<file path="src/rtl/multi_stage_sync_filter.sv">
// Multi-channel synchroniser with per-channel stability filter and registered edge pulses.
// Build option: define SYNC_EDGE_PULSE_EN to build rise/fall pulse registers (otherwise tied to 0).
`timescale 1ns/1ps
module multi_stage_sync_filter #(
    parameter int               WIDTH      = 4,
    parameter int               STAGES     = 2,
    parameter int               FILTER_LEN = 4,
    parameter logic [WIDTH-1:0] RESET_VAL  = '0
) (
    input  logic             clk,
    input  logic             rst,
    input  logic [WIDTH-1:0] async_in,
    output logic [WIDTH-1:0] sync_out,
    output logic [WIDTH-1:0] rise_pulse,
    output logic [WIDTH-1:0] fall_pulse
);

    localparam int            CW       = $clog2(FILTER_LEN + 1);
    localparam logic [CW-1:0] CNT_LAST = CW'(FILTER_LEN - 1);

    logic [WIDTH-1:0] chain_p [STAGES];
    logic [WIDTH-1:0] s;
    logic [WIDTH-1:0] accept;

    // Synchroniser chain: plain shift, no logic between stages
    always_ff @(posedge clk or posedge rst) begin
        if (rst) begin
            for (int j = 0; j < STAGES; j++) chain_p[j] <= RESET_VAL;
        end else begin
            chain_p[0] <= async_in;
            for (int j = 1; j < STAGES; j++) chain_p[j] <= chain_p[j-1];
        end
    end

    assign s = chain_p[STAGES-1];

    // Filter stage: a new level is taken only after FILTER_LEN consecutive differing samples
    for (genvar i = 0; i < WIDTH; i++) begin : g_ch
        logic [CW-1:0] cnt;

        assign accept[i] = (s[i] != sync_out[i]) && (cnt == CNT_LAST);

        always_ff @(posedge clk or posedge rst) begin
            if (rst) begin
                cnt <= '0;
            end else if (s[i] == sync_out[i] || accept[i]) begin
                cnt <= '0;
            end else begin
                cnt <= cnt + CW'(1);
            end
        end
    end

    // accept implies s differs from sync_out, so toggling loads the new level
    always_ff @(posedge clk or posedge rst) begin
        if (rst) begin
            sync_out <= RESET_VAL;
        end else begin
            sync_out <= sync_out ^ accept;
        end
    end

`ifdef SYNC_EDGE_PULSE_EN
    // Pulse stage: aligned with the cycle the new sync_out value first shows
    always_ff @(posedge clk or posedge rst) begin
        if (rst) begin
            rise_pulse <= '0;
            fall_pulse <= '0;
        end else begin
            rise_pulse <= accept & ~sync_out;
            fall_pulse <= accept & sync_out;
        end
    end
`else
    assign rise_pulse = '0;
    assign fall_pulse = '0;
`endif

endmodule

</file>
<file path="config.mk">
export PLATFORM = sky130hd
export DESIGN_NAME = multi_stage_sync_filter
export DESIGN_NICKNAME = d
export VERILOG_FILES = /design/src/rtl/multi_stage_sync_filter.sv
export SDC_FILE = /design/constraint.sdc
export NUM_CORES = 1
export LEC_CHECK = 0
export ABC_AREA = 1
export BUFFER_PORTS_ARGS = -buffer_cell sky130_fd_sc_hd__buf_2
export CORE_MARGIN = 2
export CORE_UTILIZATION = 56
export CTS_CLUSTER_SIZE = 28
export DETAILED_ROUTE_END_ITERATION = 8
export HOLD_SLACK_MARGIN = 0.03
export PLACE_DENSITY = 0.87
export SYNTH_ARGS = -nofsm -noshare
export SYNTH_HDL_FRONTEND = slang
export SYNTH_SLANG_ARGS = --single-unit
</file>
<file path="constraint.sdc">
create_clock -name clk -period 1.9 [get_ports clk]
set_clock_uncertainty 0.05 [all_clocks]
set_input_delay 0.095 -clock clk [delete_from_list [all_inputs] [get_ports clk]]
set_output_delay 0.095 -clock clk [all_outputs]
set_load 0.005 [all_outputs]
</file>
* After elaboration in Yosys (flattened, before gate mapping) *
Index checks and enable logic that the tools add are counted.

word-level totals
  bits in registers = 24
  bits in latches = 0
  RAM bits = 0
  ROM bits = 0
  input port bits = 6
  word-level logic and storage cells = 36
  memories kept = 0

operators by class
  add/sub/neg operators = 4
  multiply operators = 0
  divide/modulo/power cells = 0
  magnitude comparators = 0
  equal/unequal tests = 12
  shift operators = 0
  muxes and demuxes = 4
  bitwise gates (word level) = 1
  reductions and logical operators = 8

operator list
  operator                                                          number
  3-bit by 1-bit adder with 3-bit output (second input constant)    4
  3-bit by 2-bit == test with 1-bit output (second input constant)  4
  3-bit two-way mux                                                 4
  1-bit == test                                                     4
  1-bit logical AND                                                 4
  1-bit logical OR                                                  4
  1-bit != test                                                     4
  4-bit XOR                                                         1

* Depth between registers and ports, before layout *
Gate-level depths: netlist (run 1).

  depth after elaboration = 4
  gate-level depth with buffers = 5

* Least setup slack after synthesis (run 1) *
No wires, ideal clock.

  path kind = register -> register
  start = register g_ch[0].cnt[0]
  end = register g_ch[0].cnt[0]
  library setup time = 0.086 ns
  data arrival time = 0.967 ns
  required time = 1.764 ns
  path slack = 0.797 ns
  stages on the path, launching flop included = 6
  path buffers = 0
  clock period less this slack = 1.103 ns
  path through = dfrtp_1 ha_1 ha_1 inv_1 nand2_1 nor3_1

on the way
  longest elaborated chain between the ends = 4

ends and longest elaborated chain
  element                                                                         line  source
  start, declared                                                                 39    logic [CW-1:0] cnt;
  start signal, assigned                                                          49    cnt <= cnt + CW'(1);
  branches (longest 3 deep; another with 3-bit by 1-bit adder with 3-bit output)  -
  3-bit two-way mux (*)                                                           46    end else if (s[i] == sync_out[i] || accept[i]) begin

Mark *: on every way between the ends.

* Worst setup path in the final report (run 1) *
  start = register g_ch[3].cnt[0]
  end = register g_ch[3].cnt[2]

on the way
  longest elaborated chain between the ends = 4

ends and longest elaborated chain
  element                                                                         line
  start, declared                                                                 39
  start signal, assigned                                                          49
  branches (longest 3 deep; another with 3-bit by 1-bit adder with 3-bit output)  -
  3-bit two-way mux (*)                                                           46

Marked as above.

==> reports/metrics.cfg, run 1 <==
[outcome]
outcome = finished clean

[die]
core_um2 = 1560
rows = 14
start_util_pct = 61.8
io-pin-count = 18
die-height_um = 45.5
dieArea_um2 = 2070
die_x_um = 45.5

[sta]
finalSetupViolCount = 0
setup-tns-final_ns = 0
rsz0062_at_grt = no
finalCritPeriodShare_pct = 66.8
drv_slew = 0
finalHoldViolations = 0
setup_slack_ns = 0.631
fmax_mhz = 788
period_needed_ns = 1.27

[power]
powerDensity_nw_per_um2 = 1340
sw_frac_of_total_pct = 29.7
p_leak_nw = 0.598
internal_power_mw = 1.04
peakVddDrop_v = 0.000715
clock_power_share_pct = 24.3
p_sw_mw = 0.438
pwr-share-comb_pct = 26.0
seqPwrFrac_pct = 49.7

[place]
place_ws_ns = 0.634
io_buffers = 9
gp_congestion = 0.722
dpl.hpwl_mm = 1.08

[drt]
wl_per_cell_um = 10.9
firstDrtPassIters = 4
viasPerCell = 4.83
remaining_drc_errors = 0
ant_nets = 0
routed_wl_mm = 1.36
vias = 599
drtIter0Drc = 6

[grt]
track_usage_pct = 15.1
grt.overflow.total = 0
grt_max_degree = 15
antenna_found_initial = 0
grt_pass1_wl_mm = 2.15
grt_pass1_vias = 544

[clock_tree]
cts.reportedPaths.clkPinSlew_ns = 0.12
clk-insertion-delay-late_ns = 0.31
cts_buffers = 3
cts_max_path_buffers = 2
cts_tree = yes
cts-root-buf = clkbuf_4
clock_sinks = 24
h-tree-depth = 1
post_cts_buffers = 0

[layout]
n_fill_cell = 105
final_cell_mix = dfrtp_1 (24), nand2_1 (20), inv_1 (13)
final_nets = 123
final-seq-area_um2 = 601
diodes = 0
drive_above_1_share_pct = 13.0
final_common_cell = dfrtp_1
area_growth_pct = 14.7
multiInputGateArea_um2 = 280

[synthesis]
syn-cell-area_um2 = 963
ys_types = 8
ys_warn_count = 0
postSynthCellCount = 90
ys_seq_area_share_pct = 62.3
ys_seq_elements = 24
syn_area_per_cell_um2 = 10.7

[worst_hold_path]
hold_class = in -> async

[worst_setup_path]
cp.required_ns = 2.09
path_max_fanout = 3
setup.worst_path.start_class = flip-flop
reg2reg_slack_ns = 0.63
reg2regPathDepth = 5
reg2reg_from = g_ch[3].cnt[0]
path_class = reg -> reg
timing.rr.end = g_ch[3].cnt[2]
cp-end-kind = flip-flop
crit_arrival_ns = 1.45

[job]
maxCapViolCount = 0

## power groups by stage
stage	logic, mW	registers, mW	clock network, mW
3_3_place_gp	0.348	0.735	0
4_1_cts	0.397	0.735	0.364
3_5_place_dp	0.386	0.747	0
2_1_floorplan	0.282	0.733	0
6_report	0.384	0.734	0.359
5_1_grt	0.453	0.748	0.383
## layer usage
metal	global-route usage [%]	wire length [um]	vias up	part of all wire, %
li1	-	-	303	-
met1	17.7	605	276	45
met2	26.8	686	16	51
met3	1.19	41	4	3.0
met4	8.82	23	0	1.7
met5	0	0	-	0
## what timing repair did
item	CTS	global route
hold endpoints to repair	16	0
hold buffers	5	0
resized for setup	0	0
## synth_stat cells
library cell   n  share of area, %
nor2_1         4               1.6
dfrtp_1       24                62
conb_1         1              0.39
ha_1           8                10
nand2_1       20               7.8
inv_1         13               5.1
nor3_1        12               6.2
buf_4          8               6.2
## stage by stage
step	utilization [%]	hold WS (ns)	area, um2	std cells	power, mW
floorplan	-	0.0596	990	97	1.01
global placement	64.3	0.0661	1000	115	1.08
detailed placement	64.3	0.0833	1000	115	1.13
CTS	70.9	0.283	1100	124	1.50
global route	70.9	0.317	1100	124	1.58
finish	70.9	0.277	1100	124	1.48
## area by class of cell
| class | count | share of cell area, % |
|---|---|---|
| clock buffers | 3 | 2.04 |
| clock inverters | 1 | 2.72 |
| inverters | 13 | 4.42 |
| multi-input cells | 52 | 25.4 |
| flip-flops and latches | 24 | 54.4 |
| well taps | 16 | 1.81 |
| repair buffers | 15 | 9.29 |
## logic make-up after synthesis
group                      synth area share (%)
and+or+nand+nor                            15.6
DFF                                        62.3
buffers and inverters                      11.3
adders and majority gates                  10.4
other                                     0.389
## how the worst max path moves through the flow
stage | depth (start not counted) | slack, ns | from | end
global route | 5 | 0.55 | g_ch[3].cnt[0] | g_ch[3].cnt[0]
detailed placement | 5 | 0.63 | g_ch[0].cnt[0] | g_ch[0].cnt[0]
global placement | 5 | 0.73 | g_ch[2].cnt[0] | g_ch[2].cnt[1]
floorplan | 5 | 0.80 | g_ch[0].cnt[0] | g_ch[0].cnt[0]
finish | 5 | 0.63 | g_ch[3].cnt[0] | g_ch[3].cnt[2]
CTS | 5 | 0.61 | g_ch[0].cnt[0] | g_ch[0].cnt[0]
## critical path: stages, from the launching register on
cell     delay [ns]
dfrtp_1        0.40
ha_1           0.21
ha_1           0.21
inv_1          0.08
nand2_1        0.09
nor3_1         0.15
Power figures use the tool's default switching activity.
==> run 2, diff against run 1 <==
--- a/config.mk
+++ b/config.mk
@@ -8,11 +8,11 @@
 export ABC_AREA = 1
 export BUFFER_PORTS_ARGS = -buffer_cell sky130_fd_sc_hd__buf_2
 export CORE_MARGIN = 2
-export CORE_UTILIZATION = 56
+export CORE_UTILIZATION = 47
 export CTS_CLUSTER_SIZE = 28
 export DETAILED_ROUTE_END_ITERATION = 8
 export HOLD_SLACK_MARGIN = 0.03
-export PLACE_DENSITY = 0.87
+export PLACE_DENSITY = 0.79
 export SYNTH_ARGS = -nofsm -noshare
 export SYNTH_HDL_FRONTEND = slang
 export SYNTH_SLANG_ARGS = --single-unit
==> constraint.sdc (replaced) <==
create_clock -name clk -period 1.1 [get_ports clk]
set_clock_uncertainty 0.05 [all_clocks]
set_input_delay 0.055 -clock clk [delete_from_list [all_inputs] [get_ports clk]]
set_output_delay 0.055 -clock clk [all_outputs]
set_load 0.005 [all_outputs]
==> reports/metrics.cfg, run 2 (same netlist as run 1, synthesis figures left out) <==
[outcome]
outcome = complete, but fails checks
violations = negative setup slack

[drt]
ant_nets = 0
top_layer = met4
dr_wl_met3_um = 47
routed_wl_mm = 1.59
remaining_drc_errors = 0
viasPerCell = 4.53
met2WireLength_um = 835
firstDrtPassIters = 4
drtIter0Drc = 4
wl_per_cell_um = 11.3
vias = 639
wl_met1_um = 675

[clock_tree]
cts.reportedPaths.clkPinSlew_ns = 0.12
clock_sinks = 24
clk-insertion-delay-late_ns = 0.30
cts_tree = yes
h-tree-depth = 1
cts_buffers = 3
cts-root-buf = clkbuf_4
cts_max_path_buffers = 2

[job]
maxCapViolCount = 0

[worst_setup_path]
crit_arrival_ns = 1.31
path_class = reg -> reg
setup.worst_path.start_class = flip-flop
cp-end-kind = flip-flop
timing.rr.end = g_ch[1].cnt[2]
cp.required_ns = 1.28
reg2regPathDepth = 5
path_max_fanout = 3
reg2reg_slack_ns = -0.03
reg2reg_from = g_ch[1].cnt[0]

[power]
peakVddDrop_v = 0.00139
powerDensity_nw_per_um2 = 2260
p_leak_nw = 0.639

[sta]
drv_slew = 0
maxSlewHeadroom_pct = 66.6
finalSetupViolCount = 9
setup-tns-final_ns = -0.128
setup_slack_ns = -0.0265
finalCritPeriodShare_pct = 102
period_needed_ns = 1.13
worst_slew_pin_slew_ns = 0.499
fmax_mhz = 888
rsz0062_at_grt = yes
finalHoldViolations = 0

[grt]
grt_pass1_vias = 616
grt.overflow.total = 0
antenna_found_initial = 0
grt_pass1_wl_mm = 2.59
grt_max_degree = 25
track_usage_pct = 14.6

[layout]
area_growth_pct = 39.4
drive_above_1_share_pct = 43.0
diodes = 0
final_cell_mix = dfrtp_1 (24), nand2_1 (15), inv_1 (9), buf_2 (9)
final_nets = 130
final_common_cell = dfrtp_1
final_util_pct = 69.1
n_fill_cell = 143

[worst_hold_path]
hold_class = in -> async

[die]
die_x_um = 49.3
start_util_pct = 49.6
io-pin-count = 18
dieArea_um2 = 2430
core_um2 = 1940
die-height_um = 49.3
rows = 16

[place]
io_buffers = 9
gp_congestion = 0.769
dpl.hpwl_mm = 1.01

==> run 2: changes by cell type in the layout (fill, tap and decap cells not counted), sizes merged <==
cell    before  now
bufinv       1    0
buf         10   17
==> run 2: worst max path at each step <==
stage	startpoint	end	slack, ns	cells past startpoint
final	g_ch[1].cnt[0]	g_ch[1].cnt[2]	-0.03	5
after global routing	g_ch[0].cnt[0]	g_ch[0].cnt[0]	-0.08	5
after CTS	g_ch[0].cnt[0]	g_ch[0].cnt[2]	-0.04	5
after detailed placement	g_ch[1].cnt[0]	g_ch[1].cnt[0]	-0.11	5
after global placement	g_ch[0].cnt[0]	g_ch[0].cnt[0]	-0.06	5
after floorplan	g_ch[0].cnt[0]	g_ch[0].cnt[0]	-0.001	5
==> run 2: repair_timing <==
item,CTS,global route
endpoints found under the setup margin,13,13
hold buffers,5,0
resized for setup,27,5
endpoints found under the hold margin,28,0
pin swaps,9,4
buffers inserted,3,1
==> run 2: where the power goes <==
part	internal [mW]	leakage, nW	switching, mW	total, mW
clock	0.128	0.0138	0.234	0.362
combinational	0.701	0.324	0.675	1.38
sequential	1.13	0.301	0.163	1.29
total	1.96	0.639	1.07	3.03
==> run 2: cell type report <==
class / instances / area (um2) / share of cell area [%]
inverter: 13 / 58.8 / 4.38
clock buffer: 3 / 22.5 / 1.68
multi-input combinational: 52 / 468 / 34.9
sequential: 24 / 601 / 44.7
tap: 27 / 33.8 / 2.52
timing repair buffer: 22 / 159 / 11.8
==> run 2: worst max-delay path, cell delays in order (launching register included) <==
cell	delay, ns
dfrtp_1	0.42
ha_2	0.19
ha_4	0.17
inv_4	0.05
nand2_4	0.06
nor3_2	0.11
==> run 2: per-stage QoR <==
stage / cell area, um2 / power, mW / instances / hold slack, ns / worst slack [ns]
3_3_place_gp: 1070 / 1.98 / 129 / 0.0551 / -0.0635
6_report: 1340 / 3.03 / 141 / 0.266 / -0.0265
3_5_place_dp: 1070 / 2.06 / 129 / 0.0629 / -0.115
4_1_cts: 1300 / 2.85 / 140 / 0.278 / -0.0360
5_1_grt: 1340 / 3.27 / 141 / 0.282 / -0.0757
2_1_floorplan: 1020 / 1.80 / 97 / 0.0196 / -0.00108
==> run 2: per-layer routing <==
metal / vias up / global-route usage, %
met1: 313 / 17.6
met2: 12 / 24.1
met5: - / 0
met3: 4 / 3.68
li1: 310 / -
met4: 0 / 7.14
==> run 3, diff against run 2 <==
--- a/config.mk
+++ b/config.mk
@@ -6,6 +6,7 @@
 export NUM_CORES = 1
 export LEC_CHECK = 0
 export ABC_AREA = 1
+export ABC_CLOCK_PERIOD_IN_PS = 1100
 export BUFFER_PORTS_ARGS = -buffer_cell sky130_fd_sc_hd__buf_2
 export CORE_MARGIN = 2
 export CORE_UTILIZATION = 47
@@ -13,6 +14,7 @@
 export DETAILED_ROUTE_END_ITERATION = 8
 export HOLD_SLACK_MARGIN = 0.03
 export PLACE_DENSITY = 0.79
+export SKIP_CTS_REPAIR_TIMING = 1
 export SYNTH_ARGS = -nofsm -noshare
 export SYNTH_HDL_FRONTEND = slang
 export SYNTH_SLANG_ARGS = --single-unit
==> reports/metrics.cfg, run 3 (same netlist as run 1, synthesis figures left out) <==
[power]
finalPower_mw = 2.87
pwr-share-comb_pct = 43.0
sw_frac_of_total_pct = 34.4
p_sw_mw = 0.988
p_leak_nw = 0.626
internal_power_mw = 1.88
peakVddDrop_v = 0.00126
powerDensity_nw_per_um2 = 2200
seqPwrFrac_pct = 44.5
clock_power_share_pct = 12.4

[worst_setup_path]
cp-end-kind = flip-flop
setup.worst_path.start_class = flip-flop
path_max_fanout = 3
crit_arrival_ns = 1.33
reg2reg_from = g_ch[0].cnt[0]
path_class = reg -> reg
crit_start = g_ch[0].cnt[0]
cp.required_ns = 1.29

[clock_tree]
cts-root-buf = clkbuf_4
clock_sinks = 24
cts_max_path_buffers = 2
clk-insertion-delay-late_ns = 0.30
cts_tree = yes
cts.reportedPaths.clkPinSlew_ns = 0.11
cts_buffers = 3
h-tree-depth = 1

[place]
place_area_um2 = 1070
place_inst = 129
gp_congestion = 0.769
io_buffers = 9
dpl.hpwl_mm = 1.01

[layout]
final_common_cell = dfrtp_1
drive_above_1_share_pct = 42.5
diodes = 0
final_nets = 129
final-seq-area_um2 = 601
area_growth_pct = 35.6
final_cell_mix = dfrtp_1 (24), nand2_1 (15), nor3_2 (11)
fin_area_um2 = 1310
multiInputGateArea_um2 = 439
final_util_pct = 67.3
n_fill_cell = 143
layoutNonFillerInstCount = 140

[sta]
fmax_mhz = 874
drv_slew = 0
finalHoldViolations = 0
period_needed_ns = 1.14
setup_slack_ns = -0.0448
finalCritPeriodShare_pct = 104
finalSetupViolCount = 7
rsz0062_at_grt = yes

[die]
io-pin-count = 18
die_x_um = 49.3
rows = 16
core_um2 = 1940
dieArea_um2 = 2430
die-height_um = 49.3
start_util_pct = 49.6

[grt]
grt.overflow.total = 0
grt_pass1_vias = 543
grt_pass1_wl_mm = 2.11
track_usage_pct = 12.0
antenna_found_initial = 0
grt_max_degree = 25

[drt]
vias = 628
viasPerCell = 4.49
ant_nets = 0
drtIter0Drc = 2
remaining_drc_errors = 0
wl_per_cell_um = 10.9
firstDrtPassIters = 2
routed_wl_mm = 1.53

[worst_hold_path]
hold_class = in -> async

[job]
maxCapViolCount = 0

[outcome]
violations = negative setup slack
outcome = complete, but fails checks

[run 3: worst max-delay path: stages, from the launching register on]
cell     delay [ns]
dfrtp_1        0.41
ha_2           0.19
ha_4           0.17
inv_4          0.06
nand2_4        0.06
nor3_4         0.16
[run 3: power groups by stage]
stage / Clock, mW / Combinational (mW) / Sequential (mW)
after floorplan: 0 / 0.529 / 1.27
after global placement: 0 / 0.703 / 1.28
after detailed placement: 0 / 0.764 / 1.29
after CTS: 0.371 / 0.765 / 1.28
after global routing: 0.406 / 1.39 / 1.31
final: 0.356 / 1.24 / 1.28
[run 3: cell type report]
class,count,share of cell area (%)
sequential,24,46.0
multi-input combinational,52,33.6
timing repair buffer,21,11.6
tap,27,2.59
clock buffer,3,1.72
inverter,13,4.50
[run 3: path summary, 6_finish.rpt]
path,to,slack [ns],depth (start not counted)
max in group asynchronous,g_ch[2].cnt[2],0.51,4
max,g_ch[0].cnt[2],-0.04,5
min reg2reg,s[0],0.31,0
min in group clk,s[0],0.31,0
max reg2reg,g_ch[0].cnt[2],-0.04,5
min,g_ch[0].cnt[0],0.27,4
[run 3: stage by stage]
step	worst slack (ns)	TNS, ns	hold WS [ns]
after floorplan	-0.00108	-0.00108	0.0196
after global placement	-0.0635	-0.176	0.0551
after detailed placement	-0.115	-0.600	0.0629
after CTS	-0.141	-0.939	-0.275
after global routing	-0.108	-0.671	0.304
final	-0.0448	-0.129	0.268
[run 3: per-layer routing]
| layer | GRT usage, % | wire, um |
|---|---|---|
| met3 | 3.68 | 46 |
| met5 | 0 | 0 |
| met1 | 13.7 | 625 |
| met4 | 7.14 | 34 |
| met2 | 19.8 | 823 |
